==> src/rtl/req_initiator.sv <==
// req_initiator: requester-side agent for a shared request/grant arbiter.
// Queues burst jobs in a small FIFO, requests the resource, owns it for
// job_len+1 granted beats, then releases it for one mandatory idle cycle.
// Handles grant withdrawal mid-burst (resume) and grant starvation (abort).
//
// Ports:
//   clk          rising-edge clock
//   reset        asynchronous active-low reset; clears all state
//   job_valid    job offered by local logic
//   job_len      burst length minus one
//   job_ready    FIFO can accept a job (fifo_count < DEPTH)
//   req          request to the arbiter (high in REQ and OWN)
//   gnt          grant from the arbiter
//   busy         resource owned this cycle (state OWN)
//   beat_cnt     beats completed in the current job
//   done         one-cycle pulse, burst completed
//   timeout_err  one-cycle pulse, job aborted without grant
//   fifo_count   jobs queued, excluding the active job
module req_initiator #(
    parameter int unsigned LEN_W   = 4,
    parameter int unsigned DEPTH   = 4,
    parameter int unsigned TIMEOUT = 16
) (
    input  logic                     clk,
    input  logic                     reset,
    input  logic                     job_valid,
    input  logic [LEN_W-1:0]         job_len,
    output logic                     job_ready,
    output logic                     req,
    input  logic                     gnt,
    output logic                     busy,
    output logic [LEN_W-1:0]         beat_cnt,
    output logic                     done,
    output logic                     timeout_err,
    output logic [$clog2(DEPTH):0]   fifo_count
);

    localparam int unsigned PTR_W  = $clog2(DEPTH);
    localparam int unsigned CNT_W  = PTR_W + 1;
    localparam int unsigned WAIT_W = $clog2(TIMEOUT + 1);

    typedef enum logic [1:0] {
        IDLE    = 2'd0,
        REQ     = 2'd1,
        OWN     = 2'd2,
        RELEASE = 2'd3
    } state_t;

    state_t             state;
    state_t             state_d;

    logic [LEN_W-1:0]   mem [DEPTH];
    logic [PTR_W-1:0]   wr_ptr;
    logic [PTR_W-1:0]   rd_ptr;
    logic [CNT_W-1:0]   count_d;
    logic               push;
    logic               pop;

    logic [LEN_W-1:0]   len_q;
    logic [LEN_W-1:0]   len_d;
    logic [LEN_W-1:0]   beat_d;
    logic [WAIT_W-1:0]  wait_cnt;
    logic [WAIT_W-1:0]  wait_d;
    logic               done_d;
    logic               tmo_d;

    // Push is qualified by the registered ready so a pop cannot free a slot
    // for a push on the same edge.
    assign push = job_valid && job_ready;

    // FIFO storage; contents are don't-care once the count is flushed.
    always_ff @(posedge clk) begin
        if (push) begin
            mem[wr_ptr] <= job_len;
        end
    end

    // Next-state, counters and pulse decode.
    always_comb begin
        state_d = state;
        pop     = 1'b0;
        len_d   = len_q;
        beat_d  = beat_cnt;
        wait_d  = wait_cnt;
        done_d  = 1'b0;
        tmo_d   = 1'b0;
        unique case (state)
            IDLE: begin
                if (fifo_count != '0) begin
                    pop     = 1'b1;
                    len_d   = mem[rd_ptr];
                    beat_d  = '0;
                    wait_d  = '0;
                    state_d = REQ;
                end
            end
            REQ: begin
                if (gnt) begin
                    wait_d  = '0;
                    state_d = OWN;
                end else begin
                    wait_d = wait_cnt + WAIT_W'(1);
                    if (wait_cnt == WAIT_W'(TIMEOUT - 1)) begin
                        tmo_d   = 1'b1;
                        state_d = RELEASE;
                    end
                end
            end
            OWN: begin
                if (gnt) begin
                    // Final beat leaves beat_cnt at len_q so it never wraps.
                    if (beat_cnt == len_q) begin
                        done_d  = 1'b1;
                        state_d = RELEASE;
                    end else begin
                        beat_d = beat_cnt + LEN_W'(1);
                    end
                end else begin
                    // Pre-empted: keep progress, restart the starvation window.
                    wait_d  = '0;
                    state_d = REQ;
                end
            end
            RELEASE: begin
                state_d = IDLE;
            end
            default: begin
                state_d = IDLE;
            end
        endcase
        count_d = fifo_count + CNT_W'(push) - CNT_W'(pop);
    end

    // State, FIFO bookkeeping and registered outputs.
    always_ff @(posedge clk or negedge reset) begin
        if (!reset) begin
            state       <= IDLE;
            wr_ptr      <= '0;
            rd_ptr      <= '0;
            fifo_count  <= '0;
            job_ready   <= 1'b1;
            len_q       <= '0;
            beat_cnt    <= '0;
            wait_cnt    <= '0;
            req         <= 1'b0;
            busy        <= 1'b0;
            done        <= 1'b0;
            timeout_err <= 1'b0;
        end else begin
            state       <= state_d;
            if (push) begin
                wr_ptr <= wr_ptr + PTR_W'(1);
            end
            if (pop) begin
                rd_ptr <= rd_ptr + PTR_W'(1);
            end
            fifo_count  <= count_d;
            job_ready   <= (count_d != CNT_W'(DEPTH));
            len_q       <= len_d;
            beat_cnt    <= beat_d;
            wait_cnt    <= wait_d;
            req         <= (state_d == REQ) || (state_d == OWN);
            busy        <= (state_d == OWN);
            done        <= done_d;
            timeout_err <= tmo_d;
        end
    end

endmodule
==> config.mk <==
export PLATFORM = sky130hd
export DESIGN_NAME = req_initiator
export DESIGN_NICKNAME = d
export VERILOG_FILES = /design/src/rtl/req_initiator.sv
export SDC_FILE = /design/constraint.sdc
export NUM_CORES = 1
export LEC_CHECK = 0
export CAP_MARGIN = 30
export CORE_MARGIN = 1.5
export CORE_UTILIZATION = 49
export CTS_CLUSTER_DIAMETER = 150
export CTS_CLUSTER_SIZE = 12
export DETAILED_ROUTE_END_ITERATION = 16
export HOLD_SLACK_MARGIN = 0.06
export MAX_ROUTING_LAYER = met4
export PLACE_DENSITY = 0.7
export RECOVER_POWER = 100
export SYNTH_ARGS = -nofsm -noshare
export SYNTH_HDL_FRONTEND = slang
export SYNTH_SLANG_ARGS = --single-unit
==> constraint.sdc <==
create_clock -name clk -period 4 [get_ports clk]
set_clock_uncertainty 0.2 [all_clocks]
set_input_delay 0.8 -clock clk [delete_from_list [all_inputs] [get_ports clk]]
set_output_delay 0.8 -clock clk [all_outputs]
set_load 0.005 [all_outputs]
Word-level counts from Yosys, hierarchy flattened:

Memories as Yosys holds them, arrays and structs flattened. A register that Yosys moved wholly into a read port is not among the register bits.
Index checks and enable logic that the tools add are counted.

* register bits after elaboration: 23
* memory bits (writable): 16
* output and inout port bits: 12
* word-level logic and storage cells: 64
* memories kept: 1

Memory list
* mem: words 4, bits a word 4, rd ports 1, clocked after memory_dff 1, wr ports 1, RTL line 52 `logic [LEN_W-1:0] mem [DEPTH];`

* add/sub/neg operators: 6
* equality and inequality tests: 12
* muxes and demuxes: 24
* reductions and logical operators: 10

Operators by type and width (number)
* two-way mux 5 bit: 3
* one-hot mux 5 bit (3 select lines): 1
* two-way mux 4 bit: 3
* two-way mux 1 bit: 10
* two-way mux 2 bit: 5
* inequality test 2 bit (second input constant): 4
* one-hot mux 2 bit (4 select lines): 1
* one-hot mux 4 bit (2 select lines): 1
* equality test 2 bit (second input constant): 3
* nonzero test 3 bit: 2
* adder 5 x 1 -> 5 bit (second input constant): 1
* equality test 5 x 4 -> 1 bit (second input constant): 1
* adder 2 x 1 -> 2 bit (second input constant): 2
* adder 4 x 1 -> 4 bit (second input constant): 1
* equality test 2 x 1 -> 1 bit (second input constant): 2
* equality test 4 bit: 1
* AND reduction 4 bit: 1
* adder 3 x 1 -> 3 bit: 1
* inequality test 3 bit (second input constant): 1
* AND reduction 3 bit: 1
* subtractor 3 x 1 -> 3 bit: 1
* logical NOT 2 bit: 1
* AND reduction 2 bit: 1
* nonzero test 2 bit: 1
* 3 further kinds: 3

Longest topological paths before layout:

Gate-level depths: netlist of the first run.

* depth after elaboration: 6
* depth in mapped cells: 11

Worst setup path after synthesis of the first run:

OpenSTA, ideal clock, no wires.

* kind: input port to flip-flop
* start point: in job_valid
* end point: reg job_ready
* data arrival time: 2.109 ns
* required time: 3.717 ns
* path slack: 1.608 ns
* cell stages on the path: 8
* cell sequence: nand2_1 > ha_1 > inv_1 > ha_1 > fa_1 > xnor2_1 > xnor2_1 > nand2_1

* word-level cells in the longest chain between the ends: 4

RTL lines
* from (decl): RTL line 26 `input logic job_valid,`
* logical AND 1 bit: RTL line 69 `assign push = job_valid && job_ready;`
* adder 3 x 1 -> 3 bit: RTL line 131 `count_d = fifo_count + CNT_W'(push) - CNT_W'(pop);`
* subtractor 3 x 1 -> 3 bit: RTL line 131
* net count_d[2]: RTL line 55 `logic [CNT_W-1:0] count_d;`
* inequality test 3 bit: RTL line 158 `job_ready <= (count_d != CNT_W'(DEPTH));`
* to (signal assigned): RTL line 158
* to (decl): RTL line 28 `output logic job_ready,`

The timed path passes the listed nets, and every way through them passes these cells.
A chain may end at the register's enable or synchronous reset.

Final worst setup path of the first run:

Ends and elaborated chain as after synthesis.

==> key figures, run 1 <==
Drt
  – Initial DRC count: 89
  – Drt via density: 5.42
  – Residual DRC: 0
  – Antenna Violating Nets Remaining: 0
  – Total wire length: 3460 µm
  – DRT Pass-1 Iters: 7
  – Avg WL per Cell: 15.0 µm
  – Via count: about 1.2k

Die
  – IO Count: 20
  – Die Ht: ~66 µm
  – Die width: between 60 and 70 µm
  – Core area: 3740 µm²
  – Full die area: 4370 µm²
  – Initial Utilization: 0.522
  – # rows: 22

Critical path
  – CP required: between 4 and 5 ns
  – Critical path type: primary input to flop
  – Sequence of cells on the critical path: dlygate4sd3_1, nand2_1, ha_1, inv_1, ha_1, fa_1, xnor2_1, xnor2_1, nand2_1
  – Critical path data arrival time: 2.84 ns
  – CP endpoint kind: flop
  – R2R cell count: 10
  – CP max stage cell: dlygate4sd3_1
  – Worst R2R Start: fifo_count[0]
  – Worst r2r dst: job_ready
  – CP startpoint kind: primary input
  – Critical Path Max Stage Delay: 0.60 ns
  – Reg2reg setup slack: between 1 and 1.5 ns
  – Max FO, Critical Path: 5

Yosys
  – Synth top area share: 0.333
  – Synthesized area per cell: ~12 µm²
  – Top-count cell post-synth: dfrtp_1
  – Flops & latches, synth: between 40 and 50
  – Synthesis Warnings: 0
  – Synth top cells by count: dfrtp_1 (26), nand2_1 (24), edfxtp_1 (16)
  – Sequential area share after synthesis: 0.593
  – Area leader, netlist: dfrtp_1
  – Distinct cell type count after synthesis: 38
  – Async set-or-reset flop fraction in the synthesized netlist: 0.628
  – Top cells by area, synth: dfrtp_1 (33%), edfxtp_1 (25%), ha_1 (6.4%)
  – Synth Instances: 157
  – Number of synthesized flops with an enable pin: 16
  – Ys flop type: dfrtp_1
  – Syn_nets: 176
  – Mapped cell area: 1950 µm²

STA
  – Slew HR: 0.0266
  – RSZ-0062 raised after global routing: no
  – Fin. Hold Viols: 0
  – Achievable Freq: 356 MHz
  – Worst-Margin Slew: 1.46 ns
  – Final-report setup violation count: 0
  – Count of final max-slew check failures: 0
  – Setup TNS: 0 ns
  – Final worst-path cycle share: 0.702
  – Min Tclk post-route: 2.81 ns

CTS
  – CTS Hold Bufs: 0
  – H-tree Lvls: 2
  – Clk pin slew, worst setup/hold paths: 0.07 ns
  – CTS tree: done
  – Clock buffer depth: 2
  – Resized cells post-CTS: 0
  – Clock latency at the later pin of the worst-skew pair: 0.29 ns
  – Post-CTS Setup Bufs: 0
  – CTS Buf Count: 5
  – CTS root buffer: clkbuf_8
  – Clk sinks: 43

Placed design
  – Placer Congestion: roughly 0.75
  – Dpl cells: around 220
  – I/O Buffers: 19
  – Post-DP HPWL: 2590 µm

Worst hold path
  – Worst hold stages: 2
  – Hold Crit Class: flop to flop
  – Worst Hold Path EP: wait_cnt[4]
  – Hold Path Origin: wait_cnt[4]

Layout
  – Final nets: 200
  – Non-filler instance count after layout: 230
  – # fillers: ~330
  – Layout Area Growth over Synthesis: 16.1%
  – Final Core Density: 0.606
  – Antenna diode count: 0
  – Fraction of layout cells with a size suffix above 1: 0.0659

Global route
  – Vias in the first global route: between 1k and 1.5k
  – Global-route wire length before repair: 6240 µm
  – GRT overflow: 0
  – Initial antenna violation count: 0
  – Largest net degree at the start of global routing: 28
  – GRT Total Usage: 0.201

Run
  – Max cap viols: 0

Pwr
  – Maximum vdd drop: roughly 0.46 mV
  – Lkg Pwr: 0.971 nW
  – P per Cell Area: 697 nW/µm²

Outcome
  – Result of the run: finished, final reports clean
==> placed cells by master (no fill, tap or decap), types with 5 or more instances in the layout <==
cell / count
dfrtp_1: 26
nand2_1: 24
and3_1: 5
clkbuf_8: 5
xnor2_1: 9
ha_1: 10
nand3_1: 6
edfxtp_1: 16
o21ai_0: 5
nor2_1: 8
dlygate4sd3_1: 18
inv_1: 9
==> state kept, by name, summed over array words and instances (netlist names), 2 cells and up <==
name and cells:
wr_ptr 2, mem 16, state 2, rd_ptr 2, len_q 4, fifo_count 3
beat_cnt 4, wait_cnt 5
==> worst max-delay path, delay by kind of cell <==
kind | cells | cell delay, ns
adder cells (fa/ha/maj) | 3 | 0.86
buffers and inverters | 2 | 0.64
XOR/XNOR | 2 | 0.33
AND/OR/NAND/NOR | 2 | 0.21
==> logic make-up after synthesis <==
| kind of cell | Yosys count | share of synthesized area |
|---|---|---|
| AND/OR/NAND/NOR | 63 | 0.167 |
| flip-flops | 43 | 0.593 |
| AO/OA/AOI/OAI | 13 | 0.0436 |
| buffers and inverters | 12 | 0.0263 |
| adder cells (fa/ha/maj) | 11 | 0.0743 |
| XOR/XNOR | 10 | 0.0448 |
| multiplexers | 5 | 0.0519 |
==> cell type report <==
type / count / area (µm²) / area share
tap: 48 / 60.1 / 0.0265
sequential: 43 / 1160 / 0.510
clock inverter: 2 / 7.51 / 0.00331
timing repair buffer: 20 / 194 / 0.0855
clock buffer: 6 / 72.6 / 0.0320
multi-input combinational: 102 / 742 / 0.327
inverter: 9 / 33.8 / 0.0149
==> per-stage QoR <==
step                power, mW  hold slack (ns)  worst slack, ns  instance area [µm²]
finish                   1.58            0.288             1.19                 2270
global route             1.72            0.345             1.03                 2270
CTS                      1.62            0.288             1.28                 2270
detailed placement       1.36            0.272            0.959                 2190
global placement         1.32            0.263             1.04                 2190
floorplan                1.15            0.250             1.61                 1950
==> worst max-delay path by stage <==
stage	startpoint	cells after the start	slack, ns	to
2_1_floorplan	job_valid	8	1.61	job_ready
3_3_place_gp	job_valid	9	1.04	job_ready
3_5_place_dp	job_valid	9	0.96	job_ready
4_1_cts	job_valid	9	1.28	job_ready
5_1_grt	job_valid	9	1.03	job_ready
6_report	job_valid	9	1.19	job_ready
==> power breakdown <==
part / switching, mW / total, mW / internal (mW)
registers: 0.132 / 0.728 / 0.596
logic: 0.304 / 0.597 / 0.293
clock network: 0.137 / 0.256 / 0.119
total: 0.574 / 1.58 / 1.01
==> layer usage <==
layer	routed length, µm	share of wire	GRT usage	vias up
met2	1700	0.49	0.319	21
li1	-	-	-	595
met5	0	0	-	-
met3	112	0.032	0.0511	6
met4	65	0.019	0.0842	0
met1	1580	0.46	0.247	624
Power figures use the tool's default switching activity.
==> run 2, diff against run 1 <==
clock period = 2.61 ns   (was 4 ns; I/O delays follow)
==> run 2 against run 1 <==
  * Critical path depth is 1 higher
  * Total power is 63% higher
  * Worst hold slack better by 0.00075 ns
==> key figures, run 2 (synthesized netlist as in run 1, its figures left out) <==
Outcome
  – Result of the run: finished, final reports clean

STA
  – RSZ-0062 raised after global routing: no
  – Final-report setup violation count: 0 (unchanged)
  – Achievable Freq: 415 MHz
  – Count of final max-slew check failures: 0 (unchanged)
  – Slew HR: 0.0398 (+0.0132)
  – Min Tclk post-route: 2.41 ns
  – Fin. Hold Viols: 0 (unchanged)
  – Worst-Margin Slew: 1.44 ns (-0.0198 ns)
  – Final worst-path cycle share: 0.922
  – Post-layout worst setup margin: 0.202 ns (-0.989 ns)

Critical path
  – Worst Path Buf+Inv: 2 (unchanged)
  – CP startpoint kind: flop
  – Critical Path Max Stage Delay: 0.43 ns (-0.17 ns)
  – Critical path data arrival time: 2.43 ns (-0.41 ns)
  – Crit. path cell count: 10 (+1)
  – Reg2reg setup slack: 0.20 ns (-1.08 ns)
  – R2R cell count: 10 (unchanged)
  – CP max stage cell: dfrtp_1
  – CP required: 2.64 ns (-1.39 ns)
  – CP top delay family: adder cells
  – Sequence of cells on the critical path: nor3_2, nand2b_2, inv_2, ha_1, inv_1, ha_1, fa_1, xnor2_1, xnor2_1, nand2_1
  – Critical path type: flop to flop
  – CP endpoint kind: flop
  – Max FO, Critical Path: 8 (+3)

Run
  – Max cap viols: 0 (unchanged)

Drt
  – Total wire length: 3280 µm (-5.1%)
  – Residual DRC: 0 (unchanged)
  – Avg WL per Cell: 14.0 µm (-6.8%)
  – Initial DRC count: 98 (+10%)
  – Via count: 1245 (-0.080%)
  – Antenna Violating Nets Remaining: 0 (unchanged)
  – Drt via density: 5.32 (-1.8%)
  – DRT Pass-1 Iters: 4 (-3)

Die
  – Initial Utilization: 0.522 (unchanged)
  – Full die area: 4370 µm² (unchanged)
  – Die width: 66.1 µm (unchanged)
  – IO Count: 20 (unchanged)
  – Die Ht: 66.1 µm (unchanged)
  – Core area: 3740 µm² (unchanged)
  – # rows: 22 (unchanged)

Global route
  – GRT Total Usage: 0.186 (-0.0157)
  – Initial antenna violation count: 0 (unchanged)
  – Largest net degree at the start of global routing: 28 (unchanged)
  – Vias in the first global route: 1281 (-2.9%)
  – GRT overflow: 0 (unchanged)
  – Global-route wire length before repair: 5820 µm (-6.8%)

Layout
  – Commonest non-fill, non-tap cell in the layout: dfrtp_1
  – Antenna diode count: 0 (unchanged)
  – Largest reg by FF count: mem
  – Fraction of layout cells with a size suffix above 1: 0.0968 (+0.0308)
  – Top Registers: mem: 16 flops, wait_cnt: 5 flops
  – Final nets: 204 (+2.0%)
  – Final Core Density: 0.622 (+0.0160)
  – Most frequent cells in the layout: dfrtp_1 (26), nand2_1 (24), dlygate4sd3_1 (18)
  – Layout Area Growth over Synthesis: 19.2%
  – Max reg flops: 16 (unchanged)

Pwr
  – Lkg Pwr: 0.998 nW (+2.7%)
  – Maximum vdd drop: 0.634 mV (+39%)
  – P per Cell Area: 1100 nW/µm² (+58%)

CTS
  – CTS tree: done
  – H-tree Lvls: 2 (unchanged)
  – CTS Buf Count: 5 (unchanged)
  – CTS Hold Bufs: 0 (unchanged)
  – Clk sinks: 43 (unchanged)
  – Clock latency at the later pin of the worst-skew pair: 0.29 ns (about the same)
  – Clk pin slew, worst setup/hold paths: 0.08 ns (about the same)
  – CTS root buffer: clkbuf_8
  – Post-CTS Setup Bufs: 0 (unchanged)
  – Clock buffer depth: 2 (unchanged)

Placed design
  – Post-DP HPWL: 2430 µm (-5.9%)
  – Pre-CTS worst setup slack: -0.0604 ns (-1.02 ns)
  – I/O Buffers: 19 (unchanged)
  – Placer Congestion: 0.739 (-1.9%)

Worst hold path
  – Hold Crit Class: flop to flop
  – Worst hold stages: 2 (unchanged)
run 2: cell count changes in the layout (fill, tap and decap cells not counted), sizes merged:
cell,before,now
clkbuf,7,11
clkinv,2,1
bufinv,0,1
run 2: per-stage QoR:
stage	power (mW)	instances	hold slack (ns)	cell area [µm²]	setup TNS, ns
floorplan	1.76	157	0.0264	1950	0
global placement	2.05	226	0.264	2220	0
detailed placement	2.11	226	0.272	2220	-0.0604
CTS	2.64	234	0.290	2340	0
global route	2.77	234	0.325	2330	0
finish	2.57	234	0.289	2330	0
run 2: metal layers:
metal / up-vias / global-route usage / wire length, µm
met5: - / - / 0
met4: 0 / 0.0689 / 20
met3: 4 / 0.0460 / 152
met2: 23 / 0.290 / 1660
met1: 616 / 0.236 / 1450
li1: 602 / - / -
run 2: tightest hold or removal path: cells and delay by family (launching register included):
family | cells | cell delay [ns]
and+or+nand+nor | 1 | 0.04
AOI/OAI and AO/OA | 1 | 0.06
DFF | 1 | 0.35
run 2: where the power goes:
| part | switching, mW | total, mW | internal [mW] |
|---|---|---|---|
| clock network | 0.215 | 0.524 | 0.309 |
| logic | 0.488 | 0.946 | 0.458 |
| registers | 0.187 | 1.10 | 0.913 |
run 2: area by class of cell:
cell class | count | area, µm²
clock buffers | 6 | 82.6
clock inverters | 2 | 35.0
flip-flops and latches | 43 | 1160
repair buffers | 24 | 209
well taps | 48 | 60.1
fillers | 300 | 1420
inverters | 9 | 33.8
multi-input cells | 102 | 749
run 2: repair_timing:
item / in CTS / in global routing
setup endpoints to repair: 0 / 1
endpoints found under the hold margin: 0 / 0
gates resized for setup: 0 / 1
run 2: worst paths after layout:
check	to	startpoint
min	wait_cnt[4]	wait_cnt[4]
max in group asynchronous	wr_ptr[1]	reset
max reg2reg	job_ready	fifo_count[0]
min reg2reg	wait_cnt[4]	wait_cnt[4]
min in group asynchronous	beat_cnt[2]	reset
max	job_ready	fifo_count[0]
==> run 3, diff against run 2 <==
GPL_ROUTABILITY_DRIVEN = 0   (was not set)
==> results of run 3 <==
Final layout, timing and power as in run 2 (identical DEF).
